==> src/rtl/alu_issue_ctrl.sv <==
// Issue controller that sits in front of a fixed-latency pipelined ALU.
// It tracks destination tags in flight, stalls or forwards on RAW hazards, and drives register file writeback.
package alu_issue_pkg;
  typedef enum logic [3:0] {
    ALUOP_ADD  = 4'd0,
    ALUOP_SUB  = 4'd1,
    ALUOP_SLL  = 4'd2,
    ALUOP_SLT  = 4'd3,
    ALUOP_SLTU = 4'd4,
    ALUOP_XOR  = 4'd5,
    ALUOP_SRL  = 4'd6,
    ALUOP_SRA  = 4'd7,
    ALUOP_OR   = 4'd8,
    ALUOP_AND  = 4'd9
  } aluop_e;
endpackage

module alu_issue_ctrl
  import alu_issue_pkg::*;
#(
  parameter int XLEN    = 32,
  parameter int ALU_LAT = 2
) (
  input  logic            i_clk,
  input  logic            i_reset,
  input  logic            i_issue_valid,
  output logic            o_issue_ready,
  input  logic [4:0]      i_rs1_addr,
  input  logic [4:0]      i_rs2_addr,
  input  logic [XLEN-1:0] i_rs1_data,
  input  logic [XLEN-1:0] i_rs2_data,
  input  logic [XLEN-1:0] i_imm,
  input  logic            i_use_imm,
  input  logic [3:0]      i_opsel,
  input  logic [4:0]      i_rd_addr,
  input  logic            i_kill,
  output logic [XLEN-1:0] o_alu_op1,
  output logic [XLEN-1:0] o_alu_op2,
  output logic [3:0]      o_alu_opsel,
  input  logic [XLEN-1:0] i_alu_result,
  output logic            o_wb_valid,
  output logic [4:0]      o_wb_rd,
  output logic [XLEN-1:0] o_wb_data,
  output logic [31:0]     o_stall_count
);

  typedef struct packed {
    logic       valid;
    logic [4:0] rd;
  } tag_t;

  tag_t            stage_q [1:ALU_LAT];
  tag_t            last_stage;
  logic [31:0]     stall_count_q;
  logic            use_rs2;
  logic            hazard;
  logic            fire;
  logic            fwd_rs1;
  logic            fwd_rs2;
  logic [XLEN-1:0] op1_res;
  logic [XLEN-1:0] op2_res;

  assign last_stage = stage_q[ALU_LAT];
  assign use_rs2    = !i_use_imm;

  // Only stages whose result has not yet reached the ALU output can cause a stall.
  always_comb begin
    // NOTE: default assigned before the loop so no path leaves hazard unassigned (no latch).
    hazard = 1'b0;
    for (int k = 1; k < ALU_LAT; k++) begin
      if (stage_q[k].valid) begin
        if (i_rs1_addr != 5'd0 && i_rs1_addr == stage_q[k].rd) hazard = 1'b1;
        if (use_rs2 && i_rs2_addr != 5'd0 && i_rs2_addr == stage_q[k].rd) hazard = 1'b1;
      end
    end
  end

  assign o_issue_ready = !hazard && !i_kill && !i_reset;
  assign fire          = i_issue_valid && o_issue_ready;

  // A valid entry never carries rd = 0, so x0 can never match here.
  assign fwd_rs1 = last_stage.valid && (i_rs1_addr == last_stage.rd);
  assign fwd_rs2 = last_stage.valid && use_rs2 && (i_rs2_addr == last_stage.rd);

  assign op1_res = fwd_rs1 ? i_alu_result : i_rs1_data;
  assign op2_res = i_use_imm ? i_imm : (fwd_rs2 ? i_alu_result : i_rs2_data);

  always_comb begin
    o_alu_op1   = '0;
    o_alu_op2   = '0;
    o_alu_opsel = ALUOP_ADD;
    if (fire) begin
      o_alu_op1   = op1_res;
      o_alu_op2   = op2_res;
      o_alu_opsel = i_opsel;
    end
  end

  // Writeback is held off while reset is asserted so nothing in flight reaches the register file.
  assign o_wb_valid    = last_stage.valid && !i_reset;
  assign o_wb_rd       = o_wb_valid ? last_stage.rd : 5'd0;
  assign o_wb_data     = o_wb_valid ? i_alu_result : '0;
  assign o_stall_count = stall_count_q;

  always_ff @(posedge i_clk) begin
    // NOTE: non-blocking assignments so every stage shifts from its pre-edge neighbour.
    if (i_reset) begin
      for (int k = 1; k <= ALU_LAT; k++) stage_q[k] <= '0;
      stall_count_q <= '0;
    end else begin
      if (i_issue_valid && hazard && !i_kill) stall_count_q <= stall_count_q + 32'd1;
      if (i_kill) begin
        for (int k = 1; k <= ALU_LAT; k++) stage_q[k] <= '0;
      end else begin
        stage_q[1] <= fire ? tag_t'{valid: (i_rd_addr != 5'd0), rd: i_rd_addr} : '0;
        for (int k = 2; k <= ALU_LAT; k++) stage_q[k] <= stage_q[k-1];
      end
    end
  end

endmodule

==> config.mk <==
export PLATFORM = sky130hd
export DESIGN_NAME = alu_issue_ctrl
export DESIGN_NICKNAME = d
export VERILOG_FILES = /design/src/rtl/alu_issue_ctrl.sv
export SDC_FILE = /design/constraint.sdc
export NUM_CORES = 1
export LEC_CHECK = 0
export CAP_MARGIN = 10
export CORE_ASPECT_RATIO = 0.7
export CORE_UTILIZATION = 41
export CTS_BUF_LIST = sky130_fd_sc_hd__clkbuf_2 sky130_fd_sc_hd__clkbuf_4 sky130_fd_sc_hd__clkbuf_8
export DETAILED_ROUTE_END_ITERATION = 8
export PLACE_DENSITY = 0.89
export SLEW_MARGIN = 20
export SYNTH_ARGS = -nofsm -noshare
export SYNTH_HDL_FRONTEND = slang
export SYNTH_SLANG_ARGS = --single-unit
==> constraint.sdc <==
create_clock -name i_clk -period 3.55 [get_ports i_clk]
set_input_delay 0.5325 -clock i_clk [delete_from_list [all_inputs] [get_ports i_clk]]
set_output_delay 0.5325 -clock i_clk [all_outputs]
set_load 0.1 [all_outputs]
==> impl_metrics.json, run 1 <==
{
  "grt_pass1_vias": 5881,
  "hold_violations": 0,
  "cts_made_buffers": 5,
  "start_util_pct": 42.9,
  "peakVddDrop_v": 0.000178,
  "initialDrtViolationCount": 375,
  "synth_top_family_by_area": "simple AND/OR/NAND/NOR gates",
  "max_stage_delay_ns": 0.59,
  "h-tree-depth": 2,
  "synth_edf_count": 12,
  "antenna_cells": 0,
  "synth-simple-area-share_pct": 42.4,
  "synth_cell_types": 47,
  "max-cap-violations": 0,
  "rsz0062_at_grt": "no",
  "final_common_cell": "clkdlybuf4s50_1",
  "synth_warnings": 0,
  "setup_viol": 0,
  "ys_seq_area_share_pct": 22.1,
  "worstSkewPairLatency_ns": 0.31,
  "first_pass_iters": 5,
  "final_layout_size_suffix_gt1_share_pct": 27.7,
  "final_cell_mix": "clkdlybuf4s50_1, buf_12, nor2b_1, and2_1, nor2_1",
  "port_buffers": 290,
  "grt_usage_pct": 38.8,
  "finClkSkew_ns": 0.00837,
  "synth_xor_area_share_pct": 3.49,
  "async_flop_share_pct": 0,
  "nFillCells": 503,
  "cts_root_buffer": "clkbuf_8",
  "vias": 5737,
  "grt_max_degree": 66,
  "fmax_mhz": 286,
  "power_density_mw_per_mm2": 198,
  "area_growth_pct": 103,
  "path_clk_slew_ns": 0.08,
  "finalPower_mw": 1.82,
  "wl_per_cell_um": 22.6,
  "crit_required_ns": 3.02,
  "grt-ovfl-total": 0,
  "cts_tree": "done",
  "clock_sinks": 44,
  "worstPathCellList": "clkdlybuf4s50_1, xor2_1, nor4_4, nand2_1, buf_12, a211oi_1, nor4_4, buf_12",
  "clk_path_buf_depth": 2,
  "viasPerCell": 5.84,
  "outcome": "finished clean",
  "std_cell_rows": 31,
  "power_leakage_nw": 3.35,
  "crit_type": "in -> out",
  "cts_setup_buffers": 0,
  "period_needed_ns": 3.49,
  "arrival_ns": 2.96,
  "start_kind": "primary input",
  "dieArea_mm2": 0.0115,
  "synthFlopType": "dfxtp_1",
  "die_y_um": 89.9,
  "core_area_mm2": 0.0106,
  "synth_compound_area_share_pct": 10.9,
  "relSlewSlack_pct": 32.2,
  "grt_antenna_before_repair": 1,
  "ios": 291,
  "fp.dieW_um": 128,
  "cp_slowest_cell": "a211oi_1",
  "worstMarginPinSlew_ns": 1.01,
  "drtAntennaViolNets": 0,
  "ys_ff_latch": 44,
  "drc": 0,
  "gp_congestion": 1.11,
  "synth_mux_area_share_pct": 14.8,
  "hold_class": "reg -> reg",
  "syn_area_mm2": 0.00452,
  "final_max_slew_viol_count": 0,
  "nets": 987,
  "place_inst": 975,
  "drt-total-wl_mm": 22.3,
  "finalCritPeriodShare_pct": 98.4,
  "critPathCaptureType": "output pin",
  "synth_area_per_cell_um2": 8.11,
  "fin_cells": 983,
  "crit_path_max_fanout": 31,
  "netlist_instances": 558,
  "grt_pass1_wl_mm": 34.4,
  "dp.final_hpwl_mm": 17.8,
  "synth-adder-area-share_pct": 0.277
}
## layer usage
| metal | track usage (%) | up-vias | routed length (µm) |
|---|---|---|---|
| met1 | 43.7 | 2774 | 8210 |
| met4 | 15.8 | 2 | 888 |
| li1 | - | 2562 | - |
| met3 | 7.74 | 73 | 1740 |
| met2 | 70.9 | 326 | 11400 |
| met5 | 0 | - | 17 |
## flip-flops by register name, summed over array words and instances, names as in the netlist
register and count:
o_stall_count 32, stage_q 12
## critical path: cells and delay by family
family / cells / cell delay [ns]
compound gates: 1 / 0.59
simple gates: 3 / 0.68
buf+inv: 3 / 0.97
xor+xnor: 1 / 0.18
## power by group
| group | internal (mW) | total, mW | switching, mW |
|---|---|---|---|
| combinational | 0.363 | 0.883 | 0.520 |
| clock | 0.217 | 0.401 | 0.184 |
| sequential | 0.523 | 0.532 | 0.00975 |
## path summary, 6_finish.rpt
path	from	to	slack (ns)	cells past startpoint
setup / recovery	i_rs2_addr[1]	o_alu_op2[9]	0.06	8
hold / removal	o_stall_count[6]	o_stall_count[6]	0.57	2
setup reg to reg	o_stall_count[1]	o_stall_count[30]	0.68	6
hold reg to reg	o_stall_count[6]	o_stall_count[6]	0.57	2
## final cells by class
cell class / instances / area, µm² / area share (%)
multi-input combinational: 468 / 3800 / 41.5
sequential: 44 / 1000 / 10.9
clock buffer: 6 / 76.3 / 0.833
clock inverter: 2 / 35.0 / 0.382
timing repair buffer: 310 / 4040 / 44.1
tap: 148 / 185 / 2.02
inverter: 5 / 18.8 / 0.205
## synth_stat cells (3+ instances only)
master / instances / share of area, %
a211oi_1: 39 / 6.5
a21oi_1: 17 / 1.9
and2_1: 43 / 5.9
and3_1: 37 / 5.1
and4_1: 3 / 0.58
buf_2: 9 / 1.0
buf_4: 8 / 1.3
clkbuf_1: 33 / 2.7
dfxtp_1: 32 / 14
edfxtp_1: 12 / 8.0
inv_1: 5 / 0.41
mux2_1: 20 / 5.0
mux2_2: 10 / 2.5
mux2i_1: 33 / 7.3
nand2_1: 13 / 1.1
nand3_1: 10 / 1.1
nand4_1: 9 / 1.2
nor2_1: 39 / 3.2
nor2b_1: 59 / 8.2
nor3_1: 35 / 3.9
nor3b_1: 10 / 1.7
nor4_1: 18 / 2.5
nor4_2: 18 / 5.0
xor2_1: 17 / 3.3
## timing repair
item | CTS | global route
gates resized for setup | 0 | 1
endpoints found under the setup margin | 0 | 1
hold buffers | 0 | 0
## cells by family (layout without fill, tap and decap cells)
family,count (synthesis),count (layout)
buffers and inverters,57,323
multiplexers,63,63
adder cells (fa/ha/maj),1,1
AO/OA/AOI/OAI,67,67
flip-flops,44,44
XOR/XNOR,18,18
AND/OR/NAND/NOR,307,307
other,1,12
## per-stage QoR
stage | setup slack [ns] | area [µm²] | util (%) | hold WS (ns) | setup TNS, ns
2_1_floorplan | -0.699 | 5040 | - | 0.586 | -5.57
3_3_place_gp | 0.239 | 9050 | 85.7 | 0.530 | 0
3_5_place_dp | 0.138 | 9050 | 85.7 | 0.548 | 0
4_1_cts | 0.110 | 9160 | 86.8 | 0.564 | 0
5_1_grt | 0.00165 | 9160 | 86.8 | 0.595 | 0
6_report | 0.0562 | 9160 | 86.8 | 0.571 | 0
No activity file was read; power rests on OpenSTA's default activity.
==> run 2: changes to the inputs <==
CORE_MARGIN = 8   (was not set)
==> impl_metrics.json, run 2 (synthesis gave the netlist of run 1 again) <==
{
  "outcome": "finished clean",
  "cts_resized": 0,
  "fp.dieW_um": 142,
  "worstSkewPairLatency_ns": 0.31,
  "peakVddDrop_v": 0.000129,
  "hold_class": "reg -> reg",
  "largest_reg_flops": 32,
  "fin_cells": 995,
  "final_cell_mix": "clkdlybuf4s50_1, buf_12, nor2b_1, buf_4, and2_1",
  "cts_setup_buffers": 0,
  "start_util_pct": 41.5,
  "r2r_slack_ns": 1.10,
  "min_path_cells": 2,
  "area_growth_pct": 95.7,
  "grt_usage_pct": 31.1,
  "critPathCaptureType": "output pin",
  "h-tree-depth": 2,
  "wl_per_cell_um": 23.6,
  "design_area_mm2": 0.00885,
  "finalCritPeriodShare_pct": 95.9,
  "setup_viol": 0,
  "std_cell_rows": 32,
  "vias": 5721,
  "worstMarginPinSlew_ns": 1.05,
  "nets": 989,
  "final_layout_size_suffix_gt1_share_pct": 27.2,
  "rsz0062_at_grt": "no",
  "port_buffers": 290,
  "grt_antenna_before_repair": 5,
  "final_max_slew_viol_count": 0,
  "crit_path_max_fanout": 33,
  "crit_type": "in -> out",
  "clk_path_buf_depth": 2,
  "period_needed_ns": 3.40,
  "relSlewSlack_pct": 29.9,
  "gp_congestion": 0.946,
  "ios": 291,
  "crit_required_ns": 3.02,
  "first_pass_iters": 5,
  "grt-ovfl-total": 0,
  "path_clk_slew_ns": 0.09,
  "dp.final_hpwl_mm": 19.0,
  "max-cap-violations": 0,
  "post_dp_cell_area_mm2": 0.00875,
  "core_area_mm2": 0.0109,
  "grt_pass1_vias": 6006,
  "fin_hold_ws_ns": 0.575,
  "rr_worst_depth": 5,
  "start_kind": "primary input",
  "drtAntennaViolNets": 0,
  "r2r_end": "o_stall_count[31]",
  "drt-total-wl_mm": 23.5,
  "die_y_um": 104,
  "grt_max_degree": 65,
  "min-delay-start": "o_stall_count[16]",
  "finClkSkew_ns": 0.00688,
  "min_to": "o_stall_count[16]",
  "fin_setup_tns_ns": 0,
  "hold_violations": 0,
  "grt_pass1_wl_mm": 36.1,
  "fmax_mhz": 294,
  "drc": 0,
  "clock_sinks": 44,
  "cts_made_buffers": 5,
  "timing.rr.start": "stage_q[1][1]",
  "arrival_ns": 2.87,
  "cts_tree": "done",
  "final_common_cell": "clkdlybuf4s50_1",
  "power_leakage_nw": 3.25,
  "initialDrtViolationCount": 517,
  "place_inst": 982,
  "cts_hold_buf": 0,
  "cts_root_buffer": "clkbuf_8",
  "power_density_mw_per_mm2": 194,
  "viasPerCell": 5.75,
  "dieArea_mm2": 0.0147
}
run 2: cell count changes in the layout (fill, tap and decap cells not counted), sizes merged:
| cell | previous run | this run |
|---|---|---|
| bufinv | 1 | 0 |
| diode | 0 | 5 |
| clkinvlp | 0 | 1 |
| buf | 132 | 131 |
| clkdlybuf4s50 | 178 | 181 |
run 2: power by group:
part	internal (mW)	switching [mW]
registers	0.523	0.00917
logic	0.341	0.513
clock network	0.145	0.185
total	1.01	0.706
run 2: how the worst max path moves through the flow:
stage	end	start	slack, ns	cells after the start
floorplan	o_alu_opsel[0]	i_rs1_addr[0]	-0.70	7
global placement	o_alu_op2[26]	i_rs2_addr[1]	0.27	9
detailed placement	o_alu_op2[10]	i_rs2_addr[1]	0.18	9
CTS	o_alu_op2[10]	i_rs2_addr[1]	0.17	9
global route	o_alu_op1[1]	i_rs2_addr[0]	0.04	9
finish	o_alu_op2[10]	i_rs2_addr[1]	0.15	9
run 2: cell type report:
class	count	area, µm²
multi-input cells	468	3800
inverters	5	18.8
repair buffers	312	3740
diodes	5	12.5
clock buffers	6	76.3
flip-flops and latches	44	1000
clock inverters	2	11.3
well taps	153	191
fillers	635	2040
run 2: worst max-delay path: stages:
cell             delay, ns
clkdlybuf4s50_1       0.48
xor2_1                0.21
nor4_4                0.33
buf_12                0.22
nand2_1               0.07
buf_4                 0.25
a211oi_1              0.49
nor4_4                0.08
buf_12                0.19
run 2: per-stage QoR:
step	power, mW	util, %	worst slack, ns
floorplan	1.01	-	-0.699
global placement	1.37	80.3	0.273
detailed placement	1.39	80.3	0.182
CTS	1.71	81.1	0.166
global route	1.77	81.3	0.0355
finish	1.71	81.3	0.147
run 2: metal layers:
metal / wire (µm) / GRT usage (%) / part of all wire (%)
met5: 0 / 0 / 0
met2: 11700 / 52.8 / 50
met4: 1370 / 17.5 / 5.8
met3: 2080 / 9.49 / 8.9
met1: 8390 / 33.8 / 36
